`src/rtl/decode_hazard_unit.sv`:
```
// Decode-stage hazard and forwarding controller with a 3-slot (E/M/W) destination scoreboard.
// Optional HAZARD_PERF_EN adds saturating stall/flush/forward event counters.
module decode_hazard_unit #(
  parameter int unsigned XLEN       = 32,
  parameter int unsigned REG_AW     = 5,
  parameter int unsigned PERF_CNT_W = 32
) (
  input  logic              clk,
  input  logic              rst,
  input  logic              D_valid,
  input  logic [REG_AW-1:0] D_rs1_addr,
  input  logic [REG_AW-1:0] D_rs2_addr,
  input  logic              D_rs1_use,
  input  logic              D_rs2_use,
  input  logic [REG_AW-1:0] D_rd_addr,
  input  logic              D_reg_we,
  input  logic              D_is_load,
  input  logic [XLEN-1:0]   E_result,
  input  logic [XLEN-1:0]   M_result,
  input  logic [XLEN-1:0]   W_result,
  input  logic              E_branch_taken,
  input  logic              mem_stall,
  output logic              D_rs1_sel,
  output logic              D_rs2_sel,
  output logic [XLEN-1:0]   f_rs1_data_out,
  output logic [XLEN-1:0]   f_rs2_data_out,
  output logic              F_stall,
  output logic              D_stall,
  output logic              D_flush
`ifdef HAZARD_PERF_EN
  ,
  output logic [PERF_CNT_W-1:0] perf_stall_cnt,
  output logic [PERF_CNT_W-1:0] perf_flush_cnt,
  output logic [PERF_CNT_W-1:0] perf_fwd_cnt
`endif
);

  typedef struct packed {
    logic              we;
    logic              is_load;
    logic [REG_AW-1:0] rd;
  } slot_t;

  slot_t e_q, m_q, w_q;
  slot_t d_entry;
  logic  e_hit1, m_hit1, w_hit1;
  logic  e_hit2, m_hit2, w_hit2;
  logic  load_use;
  logic  bubble;

  function automatic logic hit(input slot_t s, input logic [REG_AW-1:0] rs, input logic use_rs);
    return s.we && (s.rd == rs) && (rs != '0) && use_rs;
  endfunction

  // Hazard detection and scoreboard entry for the instruction now in decode
  always_comb begin
    e_hit1   = hit(e_q, D_rs1_addr, D_rs1_use);
    m_hit1   = hit(m_q, D_rs1_addr, D_rs1_use);
    w_hit1   = hit(w_q, D_rs1_addr, D_rs1_use);
    e_hit2   = hit(e_q, D_rs2_addr, D_rs2_use);
    m_hit2   = hit(m_q, D_rs2_addr, D_rs2_use);
    w_hit2   = hit(w_q, D_rs2_addr, D_rs2_use);
    load_use = D_valid && e_q.is_load && (e_hit1 || e_hit2);
    bubble   = load_use || E_branch_taken;
    d_entry.we      = D_valid && D_reg_we && !bubble;
    d_entry.is_load = D_is_load;
    d_entry.rd      = D_rd_addr;
  end

  // Forward mux controls: youngest producer wins, a load still in E cannot forward
  always_comb begin
    D_rs1_sel      = 1'b0;
    D_rs2_sel      = 1'b0;
    f_rs1_data_out = '0;
    f_rs2_data_out = '0;
    if (!rst) begin
      if (e_hit1 && !e_q.is_load) begin
        D_rs1_sel = 1'b1; f_rs1_data_out = E_result;
      end else if (m_hit1) begin
        D_rs1_sel = 1'b1; f_rs1_data_out = M_result;
      end else if (w_hit1) begin
        D_rs1_sel = 1'b1; f_rs1_data_out = W_result;
      end
      if (e_hit2 && !e_q.is_load) begin
        D_rs2_sel = 1'b1; f_rs2_data_out = E_result;
      end else if (m_hit2) begin
        D_rs2_sel = 1'b1; f_rs2_data_out = M_result;
      end else if (w_hit2) begin
        D_rs2_sel = 1'b1; f_rs2_data_out = W_result;
      end
    end
  end

  // Pipeline control: back-pressure dominates, then flush, then load-use stall
  always_comb begin
    F_stall = 1'b0;
    D_stall = 1'b0;
    D_flush = 1'b0;
    if (!rst) begin
      if (mem_stall) begin
        F_stall = 1'b1;
        D_stall = 1'b1;
      end else if (E_branch_taken) begin
        D_flush = 1'b1;
      end else if (load_use) begin
        F_stall = 1'b1;
        D_stall = 1'b1;
      end
    end
  end

  always_ff @(posedge clk or posedge rst) begin
    if (rst) begin
      e_q <= '0;
      m_q <= '0;
      w_q <= '0;
    end else if (!mem_stall) begin
      w_q <= m_q;
      m_q <= e_q;
      e_q <= d_entry;
    end
  end

`ifdef HAZARD_PERF_EN
  logic fwd_any;
  assign fwd_any = D_rs1_sel || D_rs2_sel;

  always_ff @(posedge clk or posedge rst) begin
    if (rst) begin
      perf_stall_cnt <= '0;
      perf_flush_cnt <= '0;
      perf_fwd_cnt   <= '0;
    end else begin
      if (load_use && (perf_stall_cnt != '1))
        perf_stall_cnt <= perf_stall_cnt + PERF_CNT_W'(1);
      if (E_branch_taken && (perf_flush_cnt != '1))
        perf_flush_cnt <= perf_flush_cnt + PERF_CNT_W'(1);
      if (fwd_any && (perf_fwd_cnt != '1))
        perf_fwd_cnt <= perf_fwd_cnt + PERF_CNT_W'(1);
    end
  end
`endif

endmodule

```
`config.mk`:
```
export PLATFORM = sky130hd
export DESIGN_NAME = decode_hazard_unit
export DESIGN_NICKNAME = d
export VERILOG_FILES = /design/src/rtl/decode_hazard_unit.sv
export SDC_FILE = /design/constraint.sdc
export NUM_CORES = 1
export LEC_CHECK = 0
export ABC_AREA = 1
export CAP_MARGIN = 30
export CORE_UTILIZATION = 42
export DETAILED_ROUTE_END_ITERATION = 10
export PLACE_DENSITY = 0.88
export SYNTH_ARGS = -nofsm -noshare
export SYNTH_HDL_FRONTEND = slang
export SYNTH_SLANG_ARGS = --single-unit
```
`constraint.sdc`:
```
create_clock -name clk -period 3 [get_ports clk]
set_clock_uncertainty 0.05 [all_clocks]
set_input_delay 0.75 -clock clk [delete_from_list [all_inputs] [get_ports clk]]
set_output_delay 0.75 -clock clk [all_outputs]
set_load 0.02 [all_outputs]
```
==> flow_metrics.tcl, run 1 <==
set metrics [dict create \
    status "complete, but fails checks" \
    violations "negative setup slack" \
    floorplan.die.height_um 97.4 \
    synth.area.top_cells "nand2_1 (29%), nor2_1 (14%), dfrtp_1 (12%), nand4_1 (11%), nand3_1 (9.2%)" \
    die_w_um 97.4 \
    io_buffers 188 \
    arrival_ns 2.23 \
    grt_antenna_before_repair 0 \
    clock-root-buffer "clkbuf_8" \
    critPathLaunchType "primary input" \
    gr-total-overflow 0 \
    wl_per_cell_um 16.8 \
    start_util 0.436 \
    gp_congestion 0.931 \
    cap_violations 0 \
    synth.top_cell.area_share 0.287 \
    route.detailed.drc 0 \
    hold_class "register to register" \
    hold_depth 2 \
    seq_area_frac_synth 0.124 \
    grt_first_pass_wirelength_um 26500 \
    grt_max_degree 45 \
    grtUsageTotal 0.336 \
    relSlewSlack 0.800 \
    yosys_warnings 0 \
    timing.final.crit_share 1.01 \
    htree_levels 1 \
    hold_viol 0 \
    diodes 0 \
    dieArea_um2 9480 \
    r2r_start "e_q[2]" \
    rows 34 \
    worst-r2r-cell-count 10 \
    power_density_nw_per_um2 162 \
    synth_top_cell_by_area "nand2_1" \
    min_from "w_q[0]" \
    finish.utilization 0.832 \
    syn_area_um2 3820 \
    worstSetupEndpointType "primary output" \
    period_needed_ns 3.03 \
    maxSlewViolCount 0 \
    numCtsBuffers 3 \
    io_pins 189 \
    cts_sinks 19 \
    dr.pass1.iters 5 \
    worst_pin_slew_ns 0.300 \
    grt_pass1_vias 5628 \
    peakVddDrop_mv 0.312 \
    cts.reportedPaths.clkPinSlew_ns 0.07 \
    r2r-end "e_q[6]" \
    routed_via_density 5.66 \
    synth.distinct_cells 25 \
    drive_above_1_share 0.338 \
    ys_ff_latch 19 \
    fillers 548 \
    hpwl_um 10900 \
    required_ns 2.20 \
    clk_latency_ns 0.26 \
    core_area_um2 8760 \
    syn_area_per_cell_um2 5.01 \
    rsz0062_at_grt "true" \
    final_nets 1112 \
    max_freq_ghz 0.330 \
    drt_iter0_markers 664 \
    routed-via-count 6221 \
    ant_nets 0 \
    path_class "primary input to primary output" \
    crit_path_max_fanout 7 \
    stdcell_count 1099 \
    multiInputGateArea_um2 3370 \
    fin_ws_ns -0.0319 \
    cts_tree "yes" \
    synthCells 762 \
    final-seq-area_um2 475 \
    place_inst 1060 \
    rrSetupSlack_ns 1.34 \
    min_delay_worst_endpoint "w_q[0]" \
    clockBufferDepth 2 \
    area_delta_synth_final_pct 90.9 \
    finalWirelength_um 18400 \
    setup_violations 18 \
    syn-num-nets 882 \
    leakage_nw 3.36 \
]
-- logic make-up (layout without fill, tap and decap cells) --
group / Yosys count / count (layout) / synth area share
simple gates: 584 / 584 / 0.670
buf+inv: 124 / 353 / 0.154
compound gates: 31 / 31 / 0.0426
flops: 19 / 19 / 0.124
xor+xnor: 4 / 4 / 0.00917
-- placed cells by master (no fill, tap or decap), types with 2 or more instances in the layout --
master,instances
a21oi_1,2
a21oi_2,4
buf_12,22
buf_16,2
buf_2,9
buf_4,85
buf_6,38
buf_8,8
clkbuf_16,6
clkbuf_8,3
clkdlybuf4s50_1,107
dfrtp_1,19
inv_1,53
inv_2,11
inv_8,3
nand2_1,260
nand2_2,28
nand2_4,5
nand3_1,33
nand3_2,32
nand3_4,12
nand4_1,65
nor2_1,90
nor2_2,39
nor2_4,19
o211ai_1,2
o21ai_0,17
o21ai_1,3
xnor2_2,4
-- worst max path at each step --
stage | from | end | slack [ns]
after floorplan | rst | f_rs1_data_out[22] | 0.16
after global placement | D_rs1_addr[4] | f_rs1_data_out[0] | -0.90
after detailed placement | D_rs1_addr[4] | f_rs1_data_out[0] | -0.90
after CTS | D_rs2_addr[1] | f_rs2_data_out[18] | 0.007
after global routing | D_rs1_addr[1] | f_rs1_data_out[13] | -0.09
final | D_rs1_addr[1] | f_rs1_data_out[23] | -0.03
-- metrics by stage --
stage / instance area, µm² / setup WS [ns] / setup TNS [ns] / hold WS [ns] / power (mW)
floorplan: 3820 / 0.157 / 0 / 0.421 / 0.579
global route: 7290 / -0.0910 / -3.22 / 0.518 / 1.24
detailed placement: 6110 / -0.897 / -55.00 / 0.462 / 0.870
CTS: 6520 / 0.00658 / 0 / 0.493 / 1.08
global placement: 6110 / -0.903 / -53.81 / 0.453 / 0.862
finish: 7290 / -0.0319 / -0.218 / 0.495 / 1.18
-- worst max-delay path, cell delays in order --
cell     delay [ns]
buf_8          0.11
buf_4          0.13
nand2_1        0.06
nand2_1        0.05
inv_1          0.05
nand2_1        0.08
nor2_2         0.16
nand2_2        0.10
nand3_4        0.12
buf_12         0.13
buf_12         0.13
nand3_2        0.08
nor2_2         0.13
buf_4          0.15
-- layer usage --
metal,track usage,wire [µm],vias up
met3,0.0338,2000,89
li1,-,-,2887
met5,0,0,-
met4,0.136,730,0
met1,0.431,6900,2803
met2,0.576,8820,442
-- cell type report --
| class | instances | area share |
|---|---|---|
| clock buffer | 4 | 0.00618 |
| sequential | 19 | 0.0652 |
| inverter | 70 | 0.0402 |
| timing repair buffer | 279 | 0.408 |
| multi-input combinational | 619 | 0.462 |
| tap | 108 | 0.0185 |
-- state kept, by name, indices dropped and copies added, names as in the netlist --
signal and count:
w_q 6, e_q 7, m_q 6
-- cell usage after synthesis --
master	instances
nand3_4	2
clkbuf_1	16
inv_1	56
buf_2	15
nand4_1	65
nand3_1	70
nor3_1	1
nor2_1	139
a21oi_1	6
nor2_2	3
buf_4	10
dfrtp_1	19
nand2_2	1
xnor2_1	4
a31oi_1	2
nor2_4	6
buf_6	9
o21ai_1	4
inv_2	12
nand3_2	5
o21ai_0	17
buf_1	4
o211ai_1	2
clkinv_1	2
nand2_1	292
-- repair_timing --
action | CTS | global route
gates resized for setup | 433 | 207
hold endpoints to repair | 0 | 0
hold buffers | 0 | 0
setup buffers | 25 | 5
pin swaps | 42 | 79
endpoints found under the setup margin | 68 | 69
gates cloned | 8 | 6
-- where the power goes --
part,switching [mW],internal (mW)
registers,0.0330,0.282
clock network,0.0872,0.0946
logic,0.363,0.320
total,0.484,0.697
(Power assumes the default switching activity.)
==> run 2: changes to the inputs <==
--- a/config.mk
+++ b/config.mk
@@ -7,9 +7,11 @@
 export LEC_CHECK = 0
 export ABC_AREA = 1
 export CAP_MARGIN = 30
-export CORE_UTILIZATION = 42
+export CELL_PAD_IN_SITES_DETAIL_PLACEMENT = 0
+export CELL_PAD_IN_SITES_GLOBAL_PLACEMENT = 2
+export CORE_UTILIZATION = 18
 export DETAILED_ROUTE_END_ITERATION = 10
-export PLACE_DENSITY = 0.88
+export PLACE_DENSITY = 0.85
 export SYNTH_ARGS = -nofsm -noshare
 export SYNTH_HDL_FRONTEND = slang
 export SYNTH_SLANG_ARGS = --single-unit
==> run 2 against run 1 <==
The flow now finishes without violations. Design area is 1.4% higher. Fmax grew 1.5%. Routed wire length rose by 8.4%. Hold slack lost 0.028 ns. Die area grew 130%. Largest cell class unchanged. Highest routed layer unchanged.
==> flow_metrics.tcl, run 2 (synthesized netlist as in run 1, its figures left out) <==
set metrics [dict create \
    hpwl_um 13700 \
    floorplan.die.height_um 148 \
    hold_depth 2 \
    finalWirelength_um 20000 \
    clock-root-buffer "clkbuf_16" \
    crit_path_max_fanout 7 \
    largest_register_ffs 7 \
    slowest_delay_ns 0.20 \
    reg.largest.list "e_q (7), m_q (6), w_q (6)" \
    intPower_mw 0.785 \
    routed_via_density 4.46 \
    rrSetupSlack_ns 1.35 \
    crit_buf_inv 4 \
    drive_above_1_share 0.329 \
    crit_start "D_rs1_addr[4]" \
    min_from "w_q[6]" \
    final-seq-area_um2 475 \
    leakage_nw 3.32 \
    grt_pass1_vias 5285 \
    gr-total-overflow 0 \
    r2r-end "e_q[6]" \
    multiInputGateArea_um2 3290 \
    cts.reportedPaths.clkPinSlew_ns 0.05 \
    diodes 0 \
    seqPwrFrac 0.248 \
    hold_class "register to register" \
    required_ns 2.20 \
    peakVddDrop_mv 0.209 \
    dr.pass1.iters 4 \
    routed-via-count 5593 \
    path_class "primary input to primary output" \
    path_common_cell "nor2_2" \
    fin_ws_ns 0.0115 \
    layout_common_cells "nand2_1 (259), clkdlybuf4s50_1 (107), nor2_1 (100)" \
    cap_violations 0 \
    r2r_start "e_q[2]" \
    core_area_um2 20500 \
    io_pins 189 \
    io_buffers 188 \
    comb_power_share 0.537 \
    rsz0062_at_grt "true" \
    setup_violations 0 \
    drt_iter0_markers 239 \
    cts_tree "yes" \
    route.detailed.drc 0 \
    mostFrequentLayoutCell "nand2_1" \
    finish.utilization 0.361 \
    p_sw_frac 0.378 \
    maxSlewViolCount 0 \
    start_util 0.186 \
    relSlewSlack 0.750 \
    critPathLaunchType "primary input" \
    htree_levels 1 \
    power_density_nw_per_um2 171 \
    numCtsBuffers 3 \
    crit_slowest_cell "clkbuf_16" \
    grt_first_pass_wirelength_um 29800 \
    hold_slack_ns 0.467 \
    grt_antenna_before_repair 0 \
    dp_slack_ns -1.04 \
    grt_max_degree 36 \
    power_switching_mw 0.478 \
    wl_per_cell_um 15.9 \
    arrival_ns 2.19 \
    cp_top_family "simple AND/OR/NAND/NOR gates" \
    hold_viol 0 \
    dieArea_um2 21800 \
    status "complete, no violations" \
    clkPwrFrac 0.215 \
    final_nets 1104 \
    worstSetupEndpointType "primary output" \
    timing.final.crit_share 0.996 \
    max_freq_ghz 0.335 \
    ant_nets 0 \
    rows 52 \
    fillers 2263 \
    clk_latency_ns 0.25 \
    top_register "e_q" \
    cts_sinks 19 \
    worst-r2r-cell-count 10 \
    worst_pin_slew_ns 0.375 \
    die_w_um 148 \
    area_delta_synth_final_pct 93.5 \
    min_delay_worst_endpoint "w_q[6]" \
    clockBufferDepth 2 \
    setup_tns_ns 0 \
    grtUsageTotal 0.173 \
    path_cells "buf_8 -> buf_4 -> xnor2_2 -> nand2_1 -> nor2_2 -> nand2_2 -> nand3_4 -> clkbuf_16 -> nand3_1 -> nor2_2 -> buf_6" \
    p_total_mw 1.26 \
    period_needed_ns 2.99 \
    gp_congestion 0.805 \
]
run 2: stage by stage:
| stage | instances | cell area (µm²) |
|---|---|---|
| CTS | 1245 | 6680 |
| floorplan | 762 | 3820 |
| detailed placement | 1216 | 6330 |
| global route | 1253 | 7390 |
| finish | 1253 | 7390 |
| global placement | 1216 | 6330 |
run 2: tightest hold or removal path, delay by kind of cell, from the launching register on:
family | cells | cell delay, ns
flops | 1 | 0.37
simple gates | 2 | 0.11
run 2: power by group through the flow:
stage	logic [mW]	registers (mW)	clock network [mW]
5_1_grt	0.743	0.318	0.293
2_1_floorplan	0.272	0.306	0
6_report	0.678	0.314	0.271
4_1_cts	0.626	0.311	0.278
3_3_place_gp	0.583	0.314	0
3_5_place_dp	0.579	0.314	0
run 2: routing by layer:
layer	part of all wire	GRT usage	vias to the layer above
li1	-	-	2865
met1	0.46	0.242	2521
met2	0.47	0.291	187
met3	0.054	0.0160	20
met4	0.016	0.0330	0
met5	0	0	-
run 2: worst max path at each step:
stage	cells past startpoint	endpoint	slack (ns)
floorplan	4	f_rs1_data_out[22]	0.16
global placement	13	f_rs1_data_out[14]	-1.03
detailed placement	13	f_rs1_data_out[14]	-1.04
CTS	14	f_rs2_data_out[2]	-0.15
global route	15	f_rs2_data_out[2]	-0.06
finish	11	f_rs1_data_out[20]	0.01
run 2: area by class of cell:
type                       instances  area share
clock buffer                       4      0.0107
inverter                          70      0.0406
multi-input combinational        619       0.445
sequential                        19      0.0643
tap                              270      0.0457
timing repair buffer             271       0.394
run 2: timing repair:
action / CTS / global route
gates resized for setup: 422 / 194
setup buffers: 20 / 9
hold endpoints to repair: 0 / 0
pin swaps: 34 / 54
gates cloned: 6 / 5
endpoints found under the setup margin: 68 / 69
hold buffers: 0 / 0
==> run 3: changes to the inputs <==
==> constraint.sdc (replaced) <==
create_clock -name clk -period 3 [get_ports clk]
set_clock_uncertainty 0.05 [all_clocks]
set_input_delay 0.6 -clock clk [delete_from_list [all_inputs] [get_ports clk]]
set_output_delay 0.6 -clock clk [all_outputs]
set_load 0.02 [all_outputs]
==> run 3 against run 2 <==
Clock-buffer cell count did not move. Largest power group unchanged. Non-clock buffer count shrank 23. Sequential cell count is the same. Critical path depth grew 1. Core utilization shrank 5.0 points. Design area decreased by 14%. Total power shrank 7.4%.
==> flow_metrics.tcl, run 3 (synthesized netlist as in run 1, its figures left out) <==
set metrics [dict create \
    grt_first_pass_wirelength_um 28400 \
    leakage_nw 3.10 \
    grt_pass1_vias 5069 \
    routed-via-count 5376 \
    finalWirelength_um 18600 \
    placed_area_um2 6310 \
    htree_levels 1 \
    area_delta_synth_final_pct 66.8 \
    cts_hold_buf 0 \
    critPathLaunchType "primary input" \
    worstSetupEndpointType "primary output" \
    hpwl_um 13600 \
    hold_viol 0 \
    crit_start "D_rs2_addr[2]" \
    slowest_delay_ns 0.29 \
    io_pins 189 \
    dr.pass1.iters 5 \
    top_register "e_q" \
    final_nets 1081 \
    gp_congestion 0.776 \
    hold_slack_ns 0.489 \
    final-seq-area_um2 475 \
    drive_above_1_share 0.189 \
    dieArea_um2 21800 \
    wl_per_cell_um 15.1 \
    cp.depth 12 \
    clockBufferDepth 2 \
    hold_class "register to register" \
    worst-r2r-cell-count 9 \
    crit_end "f_rs2_data_out[9]" \
    mostFrequentLayoutCell "nand2_1" \
    r2r-end "e_q[6]" \
    reg.largest.list "e_q (7), m_q (6), w_q (6)" \
    path_common_cell "nand2_1" \
    relSlewSlack 0.749 \
    worst_pin_slew_ns 0.377 \
    rows 52 \
    timing.final.crit_share 0.972 \
    maxSlewViolCount 0 \
    setup_violations 0 \
    crit_path_max_fanout 4 \
    core_area_um2 20500 \
    cts.reportedPaths.clkPinSlew_ns 0.06 \
    cts_sinks 19 \
    rrSetupSlack_ns 1.43 \
    place_inst 1214 \
    path_class "primary input to primary output" \
    crit_buf_inv 4 \
    setup_tns_ns 0 \
    dp_slack_ns -0.706 \
    stdcell_count 1231 \
    floorplan.die.height_um 148 \
    fillers 2358 \
    max_freq_ghz 0.343 \
    cp_top_family "simple AND/OR/NAND/NOR gates" \
    ant_nets 0 \
    largest_register_ffs 7 \
    fin_area_um2 6370 \
    status "complete, no violations" \
    grtUsageTotal 0.165 \
    fin_ws_ns 0.0837 \
    io_buffers 188 \
    clk_latency_ns 0.25 \
    path_cells "dlygate4sd2_1 -> inv_2 -> nand2_1 -> nand2_1 -> nand2_1 -> nor2_4 -> nand3_4 -> nand3_4 -> bufbuf_16 -> nand3_1 -> nor2_1 -> buf_2" \
    die_w_um 148 \
    power_density_nw_per_um2 184 \
    peakVddDrop_mv 0.204 \
    arrival_ns 2.27 \
    finish.utilization 0.311 \
    multiInputGateArea_um2 2830 \
    drt_iter0_markers 294 \
    cts_tree "yes" \
    crit_slowest_cell "bufbuf_16" \
    clock-root-buffer "clkbuf_16" \
    min_from "e_q[6]" \
    cap_violations 0 \
    r2r_start "e_q[1]" \
    required_ns 2.35 \
    gr-total-overflow 0 \
    grt_antenna_before_repair 1 \
    route.detailed.drc 0 \
    numCtsBuffers 3 \
    grt_max_degree 40 \
    period_needed_ns 2.92 \
    routed_via_density 4.37 \
    rsz0062_at_grt "true" \
    start_util 0.186 \
    p_total_mw 1.17 \
    layout_common_cells "nand2_1 (290), nor2_1 (132), clkdlybuf4s50_1 (108)" \
]
-- run 3: worst min-delay path by stage --
stage | cells past startpoint | endpoint
after detailed placement | 2 | w_q[0]
after global routing | 2 | m_q[2]
final | 2 | m_q[6]
after CTS | 2 | w_q[0]
after floorplan | 2 | w_q[6]
after global placement | 2 | w_q[6]
-- run 3: area by class of cell --
type / instances / area share
clock buffers: 4 / 0.0124
repair buffers: 248 / 0.374
inverters: 70 / 0.0412
flip-flops and latches: 19 / 0.0746
diodes: 1 / 0.000393
multi-input cells: 619 / 0.445
well taps: 270 / 0.0530
-- run 3: worst reg2reg max path, stage by stage, from the launching register on --
cell and delay [ns]:
dfrtp_1 0.37, inv_1 0.09, nand2_1 0.06, nand3_1 0.14, nor2_4 0.20, buf_4 0.15
buf_12 0.11, nand2_1 0.07, a21oi_1 0.12, o21ai_0 0.08
-- run 3: layer usage --
metal,up-vias,part of all wire,GRT usage,wire [µm]
li1,2819,-,-,-
met5,-,0,0,0
met1,2342,0.47,0.230,8790
met4,0,0.0087,0.0232,161
met2,204,0.46,0.280,8510
met3,11,0.062,0.0160,1150
-- run 3: power breakdown --
part,leakage (nW),internal [mW],switching (mW)
combinational,2.82,0.276,0.308
sequential,0.239,0.283,0.0291
clock,0.0382,0.181,0.0935
total,3.10,0.740,0.430
-- run 3: what timing repair did --
item | CTS | global route
gates resized for setup | 298 | 37
setup buffers | 5 | 4
pin swaps | 7 | 16
gates cloned | 3 | 1
endpoints found under the setup margin | 68 | 60
